===== src/rtl/fp_div_pkg.sv =====
// Shared definitions for the FP32 divide datapath: operand class codes,
// exception flag bit positions, exponent limits and default widths.
`timescale 1ns/1ps

package fp_div_pkg;

    localparam int QW_DEF  = 26;
    localparam int EW_DEF  = 10;
    localparam int BIAS    = 127;
    localparam int EXP_MAX = 255;

    localparam logic [31:0] QNAN = 32'h7FC0_0000;

    typedef enum logic [1:0] {
        CLS_NORM = 2'd0,
        CLS_ZERO = 2'd1,
        CLS_INF  = 2'd2,
        CLS_NAN  = 2'd3
    } cls_e;

    // Positions within the 5-bit flag vector {invalid, divzero, overflow, underflow, inexact}
    localparam int FLG_INEXACT   = 0;
    localparam int FLG_UNDERFLOW = 1;
    localparam int FLG_OVERFLOW  = 2;
    localparam int FLG_DIVZERO   = 3;
    localparam int FLG_INVALID   = 4;

endpackage


===== src/rtl/fp_div_rne_round.sv =====
// Round-to-nearest-even on a normalized 24-bit mantissa.
// Ports:
//   mant_i/guard_i/sticky_i/exp_i : normalized mantissa, guard bit, sticky bit, signed exponent
//   mant_o/exp_o                  : rounded mantissa (renormalized on carry-out) and exponent
//   inexact_o                     : any discarded bit was nonzero
// Pure combinational; overflow/underflow decisions are left to the caller.
`timescale 1ns/1ps

module fp_div_rne_round
    import fp_div_pkg::*;
#(
    parameter int EW = EW_DEF
) (
    input  logic [23:0]          mant_i,
    input  logic                 guard_i,
    input  logic                 sticky_i,
    input  logic signed [EW-1:0] exp_i,
    output logic [23:0]          mant_o,
    output logic signed [EW-1:0] exp_o,
    output logic                 inexact_o
);

    logic        inc;
    logic [24:0] m25;

    always_comb begin
        inc       = guard_i & (sticky_i | mant_i[0]);
        m25       = {1'b0, mant_i} + {24'd0, inc};
        inexact_o = guard_i | sticky_i;
        // Carry-out only happens from 0xFFFFFF, so the result is exactly 1.0 * 2^(exp+1)
        if (m25[24]) begin
            mant_o = 24'h80_0000;
            exp_o  = exp_i + EW'(1);
        end else begin
            mant_o = m25[23:0];
            exp_o  = exp_i;
        end
    end

endmodule


===== src/rtl/fp_div_round_pack.sv =====
// FP32 divide back end: normalize (stage 1), round/pack with flags (stage 2).
// Two-stage valid/ready pipeline, latency 2, one result per cycle.
// Ports:
//   clk, rst                 : clock, asynchronous active-high reset
//   in_valid/in_ready        : upstream handshake (in_ready combinational from out_ready)
//   in_sign/in_exp/in_quot   : sign, signed biased exponent, raw mantissa quotient
//   in_rem_nz                : divider remainder nonzero
//   in_class/in_exc          : pre-decided special class, {invalid, divzero}
//   out_valid/out_ready      : downstream handshake
//   out_result/out_flags     : packed FP32, {invalid, divzero, overflow, underflow, inexact}
`timescale 1ns/1ps

module fp_div_round_pack
    import fp_div_pkg::*;
#(
    parameter int QW = QW_DEF,
    parameter int EW = EW_DEF
) (
    input  logic                 clk,
    input  logic                 rst,
    input  logic                 in_valid,
    output logic                 in_ready,
    input  logic                 in_sign,
    input  logic signed [EW-1:0] in_exp,
    input  logic [QW-1:0]        in_quot,
    input  logic                 in_rem_nz,
    input  logic [1:0]           in_class,
    input  logic [1:0]           in_exc,
    output logic                 out_valid,
    input  logic                 out_ready,
    output logic [31:0]          out_result,
    output logic [4:0]           out_flags
);

    // Quotient bits below the guard position fold into sticky
    localparam logic [QW-1:0] MASK_HI = (QW'(1) << (QW - 25)) - QW'(1);
    localparam logic [QW-1:0] MASK_LO = (QW'(1) << (QW - 26)) - QW'(1);
    localparam logic signed [EW-1:0] EXP_MAX_S = EW'(EXP_MAX);
    localparam logic signed [EW-1:0] EXP_ZERO_S = '0;

    logic                 s1_valid_q;
    logic                 s1_sign_q;
    logic signed [EW-1:0] s1_exp_q,  s1_exp_d;
    logic [23:0]          s1_mant_q, s1_mant_d;
    logic                 s1_guard_q, s1_guard_d;
    logic                 s1_sticky_q, s1_sticky_d;
    cls_e                 s1_cls_q;
    logic [1:0]           s1_exc_q;

    logic                 out_valid_q;
    logic [31:0]          out_result_q, res_d;
    logic [4:0]           out_flags_q, flags_d;

    logic                 s2_adv, s1_adv;

    logic [23:0]          r_mant;
    logic signed [EW-1:0] r_exp;
    logic                 r_inexact;
    logic                 unused_mant_msb;

    assign s2_adv    = !out_valid_q || out_ready;
    assign s1_adv    = !s1_valid_q || s2_adv;
    assign in_ready  = s1_adv;
    assign out_valid = out_valid_q;
    assign out_result = out_result_q;
    assign out_flags  = out_flags_q;

    // Stage 1: quotient lies in (2^24, 2^26); shift so the leading one sits at bit 23
    always_comb begin
        if (in_quot[QW-1]) begin
            s1_mant_d   = in_quot[QW-1 -: 24];
            s1_guard_d  = in_quot[QW-25];
            s1_sticky_d = in_rem_nz | (|(in_quot & MASK_HI));
            s1_exp_d    = in_exp;
        end else begin
            s1_mant_d   = in_quot[QW-2 -: 24];
            s1_guard_d  = in_quot[QW-26];
            s1_sticky_d = in_rem_nz | (|(in_quot & MASK_LO));
            s1_exp_d    = in_exp - EW'(1);
        end
    end

    fp_div_rne_round #(.EW(EW)) u_round (
        .mant_i    (s1_mant_q),
        .guard_i   (s1_guard_q),
        .sticky_i  (s1_sticky_q),
        .exp_i     (s1_exp_q),
        .mant_o    (r_mant),
        .exp_o     (r_exp),
        .inexact_o (r_inexact)
    );

    // The hidden bit is implied in the packed format
    assign unused_mant_msb = r_mant[23];

    // Stage 2: specials override arithmetic; exception inputs always pass through
    always_comb begin
        flags_d              = '0;
        flags_d[FLG_INVALID] = s1_exc_q[1];
        flags_d[FLG_DIVZERO] = s1_exc_q[0];
        res_d                = '0;
        case (s1_cls_q)
            CLS_ZERO: res_d = {s1_sign_q, 31'd0};
            CLS_INF:  res_d = {s1_sign_q, 8'hFF, 23'd0};
            CLS_NAN:  res_d = QNAN;
            default: begin
                if (r_exp >= EXP_MAX_S) begin
                    res_d                  = {s1_sign_q, 8'hFF, 23'd0};
                    flags_d[FLG_OVERFLOW]  = 1'b1;
                    flags_d[FLG_INEXACT]   = 1'b1;
                end else if (r_exp <= EXP_ZERO_S) begin
                    res_d                  = {s1_sign_q, 31'd0};
                    flags_d[FLG_UNDERFLOW] = 1'b1;
                    flags_d[FLG_INEXACT]   = 1'b1;
                end else begin
                    res_d                  = {s1_sign_q, r_exp[7:0], r_mant[22:0]};
                    flags_d[FLG_INEXACT]   = r_inexact;
                end
            end
        endcase
    end

    always_ff @(posedge clk or posedge rst) begin
        if (rst) begin
            s1_valid_q   <= 1'b0;
            s1_sign_q    <= 1'b0;
            s1_exp_q     <= '0;
            s1_mant_q    <= '0;
            s1_guard_q   <= 1'b0;
            s1_sticky_q  <= 1'b0;
            s1_cls_q     <= CLS_NORM;
            s1_exc_q     <= '0;
            out_valid_q  <= 1'b0;
            out_result_q <= '0;
            out_flags_q  <= '0;
        end else begin
            if (s1_adv) begin
                s1_valid_q <= in_valid;
                if (in_valid) begin
                    s1_sign_q   <= in_sign;
                    s1_exp_q    <= s1_exp_d;
                    s1_mant_q   <= s1_mant_d;
                    s1_guard_q  <= s1_guard_d;
                    s1_sticky_q <= s1_sticky_d;
                    s1_cls_q    <= cls_e'(in_class);
                    s1_exc_q    <= in_exc;
                end
            end
            if (s2_adv) begin
                out_valid_q <= s1_valid_q;
                if (s1_valid_q) begin
                    out_result_q <= res_d;
                    out_flags_q  <= flags_d;
                end
            end
        end
    end

endmodule

===== config.mk =====
export PLATFORM = sky130hd
export DESIGN_NAME = fp_div_round_pack
export DESIGN_NICKNAME = d
export VERILOG_FILES = /design/src/rtl/fp_div_pkg.sv /design/src/rtl/fp_div_rne_round.sv /design/src/rtl/fp_div_round_pack.sv
export SDC_FILE = /design/constraint.sdc
export NUM_CORES = 1
export LEC_CHECK = 0
export BUFFER_PORTS_ARGS = -buffer_cell sky130_fd_sc_hd__buf_2
export CELL_PAD_IN_SITES_DETAIL_PLACEMENT = 1
export CELL_PAD_IN_SITES_GLOBAL_PLACEMENT = 1
export CORE_MARGIN = 1.5
export CORE_UTILIZATION = 45
export DETAILED_ROUTE_END_ITERATION = 12
export GPL_ROUTABILITY_DRIVEN = 0
export PLACE_DENSITY_LB_ADDON = 0.1
export SETUP_SLACK_MARGIN = 0.5
export SLEW_MARGIN = 30
export SYNTH_ARGS = -nofsm -noshare
export SYNTH_HDL_FRONTEND = slang
export SYNTH_HIERARCHICAL = 1
export SYNTH_SLANG_ARGS = --single-unit

===== constraint.sdc =====
create_clock -name clk -period 5.9 [get_ports clk]
set_clock_uncertainty 0.05 [all_clocks]
set_input_delay 0.295 -clock clk [delete_from_list [all_inputs] [get_ports clk]]
set_output_delay 0.295 -clock clk [all_outputs]
set_load 0.005 [all_outputs]

Word-level counts from Yosys, hierarchy flattened
Index checks and enable logic that the tools add are counted.
Widths: inputs -> output; s select.
{"block": "word_totals", "ff_bits": 80, "latch_bits": 0, "ram_bits": 0, "rom_bits": 0, "in_bits": 46, "out_inout_bits": 39, "word_cells": 45, "n_memories": 0}
{"block": "classes", "addsub": 3, "multipliers": 0, "div_mod_pow": 0, "n_lt_le_gt_ge": 2, "n_eq_ne": 3, "shift": 0, "mux": 15, "bitwise_logic": 4, "n_reduce_logical": 7}
{"cell": "$pmux 32 s3", "count": 1}
{"cell": "$mux 31", "count": 2}
{"cell": "$add 24x1->25", "count": 1}
{"cell": "$mux 24", "count": 1}
{"cell": "$mux 23", "count": 1}
{"cell": "$mux 10", "count": 2}
{"cell": "$add 10x2->10 const B", "count": 1}
{"cell": "$ge 10x9->1 const B", "count": 1}
{"cell": "$le 10x1->1 const B", "count": 1}
{"cell": "$sub 10x2->10 const B", "count": 1}
{"cell": "$mux 1", "count": 7}
{"cell": "$eq 2x2->1 const B", "count": 2}
{"cell": "$reduce_and 2->1", "count": 2}
{"cell": "$mux 3", "count": 1}
{"cell": "$or 1x1->1", "count": 3}
{"cell": "$reduce_or 3->1", "count": 1}
{"cell": "$eq 2x1->1 const B", "count": 1}
{"cell": "$logic_not 1->1", "count": 2}
{"cell": "$logic_or 1x1->1", "count": 2}
{"cell": "$and 1x1->1", "count": 1}

Longest topological paths before layout
Gate-level depths: netlist of the first run.
{"block": "depth", "ltp_word": 8, "ltp_mapped": 14, "mapped_depth_nobuf": 11}

By module
The synthesis of the first run kept the hierarchy.
{"module": "fp_div_round_pack", "instances": 1, "cells_each": 328, "area_per_inst_um2": 3478.3, "seq_area_each_um2": 2001.9}
{"module": "fp_div_rne_round", "instances": 1, "cells_each": 120, "area_per_inst_um2": 807.0, "seq_area_each_um2": 0.0}

Worst setup path after synthesis of the first run
No wires, ideal clock.
{"block": "synth_path", "path_type": "flip-flop to flip-flop", "startpoint": "reg s1_mant_q[0]", "endpoint": "reg out_result_q[0] (netlist: out_result[0])", "setup_time_ps": 65, "arrival_time_ps": 3195, "required_ps": 5785, "slack_ps": 2590, "path_stages_with_launch": 14, "n_path_buf": 2, "synth_period_minus_slack_ps": 3310, "path_cell_list": "dfrtp_1 > o21a_1 > ha_1 > ha_1 > nand4_1 > or3_2 > buf_2 > nor4_1 > xor2_1 > nor2_1 > and3_1 > nor3b_2 > buf_2 > a22o_1"}
{"block": "synth_via", "elab_chain_len": 8, "elab_cells_between_ends": 10, "classes_between": "1 x add/sub; 2 x order compare; 5 x mux; 2 x bitwise"}
{"item": "from (decl)", "line": "fp_div_round_pack.sv:44", "source": "logic [23:0] s1_mant_q, s1_mant_d;"}
{"item": "from (signal assigned)", "line": "fp_div_round_pack.sv:142", "source": "s1_mant_q <= s1_mant_d;"}
{"item": "$or 1x1->1", "line": "fp_div_rne_round.sv:27", "source": "inc = guard_i & (sticky_i | mant_i[0]);"}
{"item": "$and 1x1->1", "line": "fp_div_rne_round.sv:27"}
{"item": "$add 24x1->25 *", "line": "fp_div_rne_round.sv:28", "source": "m25 = {1'b0, mant_i} + {24'd0, inc};"}
{"item": "$mux 10 *", "line": "fp_div_rne_round.sv:31", "source": "if (m25[24]) begin"}
{"item": "net r_exp[8]", "line": "fp_div_round_pack.sv:57", "source": "logic signed [EW-1:0] r_exp;"}
{"item": "$le 10x1->1", "line": "fp_div_round_pack.sv:111", "source": "end else if (r_exp <= EXP_ZERO_S) begin"}
{"item": "$mux 31", "line": "fp_div_round_pack.sv:111"}
{"item": "$mux 31 *", "line": "fp_div_round_pack.sv:107", "source": "if (r_exp >= EXP_MAX_S) begin"}
{"item": "$pmux 32 s3 *", "line": "fp_div_round_pack.sv:102", "source": "case (s1_cls_q)"}
{"item": "to (signal assigned)", "line": "fp_div_round_pack.sv:152", "source": "out_result_q <= res_d;"}
{"item": "to (decl)", "line": "fp_div_round_pack.sv:51", "source": "logic [31:0] out_result_q, res_d;"}
Mark *: on every way through the listed nets, which the timed path passes. The rest lies on a longest branch.
A chain may end at the register's enable or synchronous reset.

Worst setup path after layout of the first run
{"block": "layout_path", "startpoint": "reg s1_mant_q[0]", "endpoint": "reg out_result_q[22] (netlist: out_result[22])"}
Same word-level chain as after synthesis.

==> flow_summary.toml, run 1 <==
[grt]
overflow = 0
grt_pass1_wl_mm = 17.9
grt_util_all_layers_pct = 22.4
grt_pass1_vias = 3533
antenna_found_initial = 0
grt_max_degree = 81

[critical_path]
critPathCaptureType = "flop"
cp-start-kind = "flop"
cpMostUsedCell = "ha_1"
slowest_delay_ns = 0.62
crit_fanout = 23
crit_arrival_ns = 4.16
path_cells = "o21a_1, ha_1, ha_1, nand4_1, or3_2, nor3_4, mux2_2, nor4_1, and3_1, nor3b_2, buf_4, a221o_1"
crit_type = "flop to flop"
cpMaxStageDelayCell = "or3_2"
crit_family = "simple AND/OR/NAND/NOR gates"
worstPathRequired_ns = 6.08
cp_num_buf_inv = 1

[clocking]
h-tree-depth = 3
cts_max_path_buffers = 2
post_cts_buffers = 0
clock_latency_ns = 0.35
clkTransAtPathRegs_ns = 0.09
post_cts_resized = 0
cts_hold_buf = 0
root_buffer = "clkbuf_8"
numCtsBuffers = 9
cts_sinks = 80
cts_tree = "done"

[die]
core_sq_um = 9200
fp.dieW_um = 100
num_io_pins = 85
initial_core_util_pct = 46.3
die_area_sq_um = 10100
fp-row-count = 35
die_h_um = 100

[pwr]
vdd.ir_drop.worst_mv = 0.125
total_power_uw = 1430
power.density_nw_per_um2 = 287
p_leak_uw = 0.00235

[placed_design]
placed_area_sq_um = 4750
portBuffers = 84
hpwl_mm = 7.61

[sta]
worst_pin_slew_ns = 0.898
whs_ns = 0.0664
fin_setup_tns_ns = 0
rsz0062_at_grt = "no"
setup_viol = 0
hold_violations = 0
min_period_over_period_pct = 67.5
layout_min_cycle_time_ns = 3.98
slew_headroom_pct = 40.1
finalMaxSlewViolations = 0
fmax_mhz = 251

[routing]
totalWireLength_mm = 10.6
drt_first_pass_iters = 4
remaining_drc_errors = 0
drt_iter0_drc = 66
drt-vias-per-instance = 5.53
wl_per_cell_um = 16.7
via_count = 3509
final_antenna_net_count = 0

[cells_and_area]
multi_input_area_sq_um = 2120
diodes = 0
final_cell_mix = "84 x buf_2, 80 x dfrtp_1, 76 x nand2_1"
regArea_sq_um = 2000
syn2layout_area_growth_pct = 16.5
final_nets = 568
drive_above_1_share_pct = 24.5
layout_commonest_cell = "buf_2"
utilization_pct = 54.0
fillers = 1093
fin_area_sq_um = 4960

[logic_synthesis]
synth_nets = 494
yosys_warnings = 6
synth_area_sq_um = 4260
syn_inst = 444
synth.avg_cell_area_sq_um = 9.60

[flow_run]
cap_violations = 0

[hold_path]
hold_path_class = "input pin to async pin"

[status]
outcome = "finished clean"
-- power by group --
group | internal [uW] | total (uW) | leakage, uW | switching, uW
sequential | 626 | 704 | 0.00101 | 77.2
combinational | 129 | 282 | 0.00124 | 153
clock | 239 | 440 | 0.000104 | 201
total | 994 | 1430 | 0.00235 | 432
-- path summary, 6_finish.rpt --
path                         startpoint        endpoint  slack, ns  depth (start not counted)
min reg2reg                 s1_exc_q[0]     s1_exc_q[0]       0.44                          2
min                                 rst   out_result[7]       0.07                          3
max                        s1_mant_q[0]  out_result[22]       1.92                         12
min in group clk            in_class[1]     s1_cls_q[1]       0.09                          3
max reg2reg                s1_mant_q[0]  out_result[22]       1.92                         12
max in group asynchronous           rst     s1_exp_q[2]       5.22                          3
-- worst reg2reg max path: cells and delay by family, from the launching register on --
kind | cells | cell delay [ns]
and+or+nand+nor | 6 | 1.89
AOI/OAI and AO/OA | 2 | 0.44
adders and majority gates | 2 | 0.47
muxes | 1 | 0.42
DFF | 1 | 0.38
buffers and inverters | 1 | 0.21
-- flip-flops by register name, summed over array words and instances (netlist names) --
signal and count:
out_flags 5, s1_valid_q 1, s1_sign_q 1, s1_exc_q 2, s1_sticky_q 1, s1_cls_q 2, s1_mant_q 24, s1_guard_q 1
out_valid 1, out_result 32, s1_exp_q 10
-- area by class of cell --
cell class                      instances  share of cell area, %
Timing Repair Buffer                   88                   9.15
Clock buffer                           11                   2.65
Tap cell                              111                   2.80
Sequential cell                        80                   40.3
Inverter                                9                  0.706
Clock inverter                          5                   1.64
Multi-Input combinational cell        330                   42.7
-- metrics by stage --
stage               instances  setup WS [ns]
floorplan                 444           2.60
global placement          618           2.08
detailed placement        618           1.95
CTS                       634           1.90
global route              634           1.61
finish                    634           1.92
-- layer usage --
layer,vias to the layer above,GRT usage [%],part of all wire (%)
met2,63,37.0,47
met4,0,7.15,1.3
met5,-,0,0
met3,12,2.72,2.7
met1,1715,30.8,49
li1,1719,-,-
No activity file was read; power rests on OpenSTA's default activity.
==> run 2, diff against run 1 <==
- ABC_AREA: unset -> 1
- CORE_UTILIZATION: 45 -> 37
- clock period: 5.9 -> 3.65 ns (I/O delays scaled with it)
==> run 2 against run 1 <==
  * Cell count is 44% higher
  * Sequential cell count stayed put
  * Highest routed layer unchanged
  * Combinational power grew to 2.7 times the previous value
  * Count of clock-buffer cells in the layout is 1 lower
  * Cell area is 16% higher
  * First-iteration DRC count is 150% higher
  * Setup slack worse by 1.1 ns
  * Via count is 28% higher
  * Fmax is 40% higher
  * Register-to-register slack worse by 1.1 ns
  * Critical endpoint is now out_result[14]
  * Sequential power is 75% higher
  * Critical path type unchanged
==> flow_summary.toml, run 2 <==
[critical_path]
cp-start-kind = "flop"
crit_fanout = 16
critPathCaptureType = "flop"
crit_arrival_ns = 3.06
crit_type = "flop to flop"
reg2reg_depth = 19
worstPathRequired_ns = 3.88

[grt]
grt_util_all_layers_pct = 21.2
grt_pass1_wl_mm = 22.3
grt_max_degree = 34
overflow = 0
grt_pass1_vias = 4470
antenna_found_initial = 0

[logic_synthesis]
synth.avg_cell_area_sq_um = 7.31
synth_nets = 704
synth_area_sq_um = 4780
syn_inst = 654
yosys_warnings = 6

[die]
fp-row-count = 41
die_area_sq_um = 13600
fp.dieW_um = 117
die_h_um = 117
core_sq_um = 12600
num_io_pins = 85
initial_core_util_pct = 37.9

[sta]
fin_setup_tns_ns = 0
hold_violations = 0
fmax_mhz = 352
setup_viol = 0
worst_pin_slew_ns = 0.563
slew_headroom_pct = 62.4
min_period_over_period_pct = 77.8
finalMaxSlewViolations = 0
layout_min_cycle_time_ns = 2.84
setup_slack_ns = 0.812
rsz0062_at_grt = "yes"

[placed_design]
portBuffers = 84
post-place-cells = 892
hpwl_mm = 10.3
dp_slack_ns = 0.598

[cells_and_area]
final_nets = 786
diodes = 0
fillers = 1673
largest_reg_flops = 32
stdcell_count = 913
drive_above_1_share_pct = 19.4
syn2layout_area_growth_pct = 20.1
layout_commonest_cell = "nand2_1"
final_cell_mix = "230 x nand2_1, 84 x buf_2, 80 x dfrtp_1"

[clocking]
cts_max_path_buffers = 2
clkTransAtPathRegs_ns = 0.06
numCtsBuffers = 9
root_buffer = "clkbuf_16"
post_cts_buffers = 0
clock_latency_ns = 0.34
cts_sinks = 80
h-tree-depth = 3
cts_tree = "done"

[routing]
route.layer.met1.wl_mm = 6.98
wl_per_cell_um = 14.9
route.met3.wl_um = 537
highest_layer = "met4"
drt_iter0_drc = 163
final_antenna_net_count = 0
drt-vias-per-instance = 4.92
via_count = 4488
remaining_drc_errors = 0
drt_first_pass_iters = 4
met2_length_mm = 5.95
totalWireLength_mm = 13.6

[pwr]
swShare_pct = 32.1
switchingPower_uw = 1000
intPower_uw = 2110
vdd.ir_drop.worst_mv = 0.188
power.density_nw_per_um2 = 542
power_frac_seq_pct = 39.5
p_leak_uw = 0.00295
combPwrFrac_pct = 24.7
clkPwrFrac_pct = 35.8

[status]
outcome = "finished clean"

[flow_run]
cap_violations = 0

[hold_path]
hold-path-cell-count = 3
hold_path_class = "input pin to flop"
==> run 2: layout make-up <==
type / instances / area, sq um / share of cell area (%)
clock buffers: 10 / 239 / 4.16
inverters: 53 / 204 / 3.55
clock inverters: 6 / 130 / 2.27
multi-input cells: 499 / 2450 / 42.7
flip-flops and latches: 80 / 2000 / 34.9
repair buffers: 93 / 498 / 8.68
well taps: 172 / 215 / 3.75
==> run 2: per-layer routing <==
layer / vias up / GRT usage, %
met5: - / 0
met4: 0 / 6.18
met3: 15 / 3.89
met2: 95 / 32.5
met1: 2123 / 30.8
li1: 2255 / -
==> run 2: power by group through the flow <==
stage / Combinational, uW / Sequential, uW / Clock (uW)
after global placement: 743 / 1240 / 0
final: 768 / 1230 / 1120
after floorplan: 493 / 1210 / 0
after global routing: 885 / 1250 / 1170
after detailed placement: 759 / 1240 / 0
after CTS: 768 / 1230 / 1130
==> run 2: critical path: stages, from the launching register on <==
cell and delay [ns]:
dfrtp_1 0.38, o21a_1 0.12, ha_1 0.16, ha_1 0.24, nand2_2 0.11, nor2_4 0.14, nand2_2 0.12, inv_2 0.09
nand2_4 0.11, inv_6 0.15, nand2_1 0.06, nand2_1 0.10, nor2_1 0.06, nand2_1 0.07, nor2_1 0.04, nand2_1 0.15
nand2_2 0.14, nor2_4 0.28, nand3_1 0.13, nand2_1 0.08
==> run 2: worst paths after layout <==
check                                      end  slack [ns]            from
min in group asynchronous       out_result[29]        0.37             rst
max in group asynchronous         s1_mant_q[3]        2.40             rst
worst max register to register  out_result[14]        0.81    s1_mant_q[0]
worst min register to register  out_result[19]        0.42  out_result[19]
worst min-delay path               s1_exc_q[0]        0.02       in_exc[0]
worst max-delay path            out_result[14]        0.81    s1_mant_q[0]
==> run 2: stage by stage <==
| stage | hold slack (ns) | cell area (sq um) | power [uW] | utilization [%] |
|---|---|---|---|---|
| 3_3_place_gp | 0.194 | 5300 | 1980 | 42.0 |
| 2_1_floorplan | 0.242 | 4780 | 1700 | - |
| 6_report | 0.0246 | 5740 | 3110 | 45.5 |
| 3_5_place_dp | 0.195 | 5300 | 2000 | 42.0 |
| 4_1_cts | 0.0150 | 5710 | 3130 | 45.3 |
| 5_1_grt | 0.0316 | 5740 | 3310 | 45.5 |
==> run 2: timing repair <==
action / 4_1_cts / 5_1_grt
hold buffers: 4 / 0
setup endpoints to repair: 0 / 28
endpoints found under the hold margin: 26 / 0
resized for setup: 0 / 4
==> run 3, diff against run 2 <==
- clock period: 3.65 -> 2.5 ns (I/O delays scaled with it)
==> run 3 against run 2 <==
  * The flow now finishes with violations (setup timing)
  * Non-clock buffer count increased by 69
  * Hold slack got worse by 0.018 ns
  * Total power increased by 46%
  * Fmax increased by 5.1%
  * Routed wire length increased by 16%
  * Utilization increased by 6.9 points
  * Via count increased by 8.0%
  * Critical path depth decreased by 1
==> flow_summary.toml, run 3 (same netlist as run 2, synthesis figures left out) <==
[critical_path]
cp-start-kind = "flop"
reg2reg_slack_ns = -0.20
path_cells = "o21a_1, ha_2, ha_4, nand2_4, nor2_4, nand2_4, inv_6, nand2_8, inv_8, nand2_1, nand2_1, nor3_1, nand2_2, nand2_4, nor2_4, clkbuf_16, nand3_2, nand2_1"
crit_fanout = 8
crit_type = "flop to flop"
slowest_delay_ns = 0.40
crit_family = "simple AND/OR/NAND/NOR gates"
critPathCaptureType = "flop"
worstPathRequired_ns = 2.68
crit_arrival_ns = 2.88
cp_num_buf_inv = 3
cpMaxStageDelayCell = "dfrtp_1"

[clocking]
cts_tree = "done"
numCtsBuffers = 9
clock_latency_ns = 0.34
cts_sinks = 80
root_buffer = "clkbuf_16"
clkTransAtPathRegs_ns = 0.06
cts_max_path_buffers = 2
h-tree-depth = 3

[sta]
worst_pin_slew_ns = 0.769
layout_min_cycle_time_ns = 2.70
rsz0062_at_grt = "yes"
slew_headroom_pct = 48.6
hold_violations = 0
setup_viol = 30
min_period_over_period_pct = 108
whs_ns = 0.00670
fmax_mhz = 370
finalMaxSlewViolations = 0
setup_slack_ns = -0.199

[grt]
grt_pass1_vias = 4971
grt_util_all_layers_pct = 23.6
globalRouteMet1Util_pct = 32.0
grt_max_degree = 54
use_met2_pct = 39.3
grt_busiest_layer = "met2"
grt_pass1_wl_mm = 24.9
overflow = 0
use_met3_pct = 3.58
antenna_found_initial = 0

[cells_and_area]
drive_above_1_share_pct = 31.3
diodes = 0
final_cell_mix = "217 x nand2_1, 84 x buf_2, 80 x dfrtp_1"
final_nets = 857
fillers = 1598
layout_commonest_cell = "nand2_1"
syn2layout_area_growth_pct = 38.4
largest_reg_flops = 32
fin_area_sq_um = 6610
utilization_pct = 52.4

[routing]
drt-vias-per-instance = 4.93
remaining_drc_errors = 0
drt_iter0_drc = 175
final_antenna_net_count = 0
drt_first_pass_iters = 4
via_count = 4847
totalWireLength_mm = 15.8
wl_per_cell_um = 16.0

[placed_design]
placed_area_sq_um = 5660
dp_slack_ns = -0.171
hpwl_mm = 11.0
portBuffers = 84

[pwr]
total_power_uw = 4530
switchingPower_uw = 1640
vdd.ir_drop.worst_mv = 0.319
power_frac_seq_pct = 38.7
intPower_uw = 2890
swShare_pct = 36.2
p_leak_uw = 0.00332
power.density_nw_per_um2 = 685
clkPwrFrac_pct = 26.6
combPwrFrac_pct = 34.7

[status]
violations = "setup timing"
outcome = "finished with violations"

[die]
num_io_pins = 85
fp.dieW_um = 117
die_area_sq_um = 13600
die_h_um = 117
initial_core_util_pct = 37.9
fp-row-count = 41
core_sq_um = 12600

[flow_run]
cap_violations = 0

[hold_path]
hold_path_class = "input pin to flop"
## run 3: changes by cell type in the layout (fill, tap and decap cells not counted), moves of 6 or more
cell           change
a21oi_2            +7
nand2_4            +6
buf_4             +42
o21ai_0            -6
a21oi_1            -7
nand3_2           +25
nand3_1           -26
nand2_1           -13
dlygate4sd3_1     +15
nand2_2            +8
## run 3: routing by layer
metal | vias up | part of all wire [%]
li1 | 2394 | -
met1 | 2324 | 46
met4 | 0 | 1.2
met5 | - | 0
met3 | 15 | 3.2
met2 | 114 | 49
## run 3: path summary, 6_finish.rpt
kind / cells past startpoint / from / end
worst max-delay path: 18 / s1_mant_q[0] / out_result[20]
worst min-delay path: 3 / in_quot[22] / s1_mant_q[21]
worst max register to register: 18 / s1_mant_q[0] / out_result[20]
worst min register to register: 2 / out_result[19] / out_result[19]
max in group asynchronous: 4 / rst / s1_mant_q[18]
min in group asynchronous: 3 / rst / out_result[29]
## run 3: power groups by stage
stage | Combinational (uW) | Clock, uW | Sequential [uW]
global placement | 1290 | 0 | 1750
finish | 1570 | 1210 | 1750
CTS | 1470 | 1230 | 1750
floorplan | 733 | 0 | 1760
detailed placement | 1320 | 0 | 1770
global route | 1740 | 1270 | 1790
## run 3: what timing repair did
action                                 in CTS  in global routing
gates resized for setup                    47                 30
endpoints found under the hold margin      50                  0
hold buffers                               19                  0
pin swaps                                  17                 22
setup endpoints to repair                  34                 34
buffers inserted                           10                  4
cloned                                      3                  2
## run 3: area by class of cell
cell class,count,area [sq um],share of cell area [%]
clock inverters,5,33.8,0.511
well taps,172,215,3.25
clock buffers,11,233,3.52
multi-input cells,501,2750,41.5
inverters,53,215,3.25
repair buffers,162,1170,17.7
flip-flops and latches,80,2000,30.3
## run 3: stage by stage
step	std cells	setup TNS [ns]
final	984	-4.37
after global routing	984	-7.70
after CTS	978	-0.797
after detailed placement	930	-3.12
after global placement	930	-0.727
after floorplan	654	0
## run 3: worst reg2reg max path: cells and delay by family, from the launching register on
family / cells / cell delay (ns)
compound gates: 1 / 0.22
fa+ha+maj: 2 / 0.37
buf+inv: 3 / 0.26
flops: 1 / 0.40
simple gates: 12 / 1.28
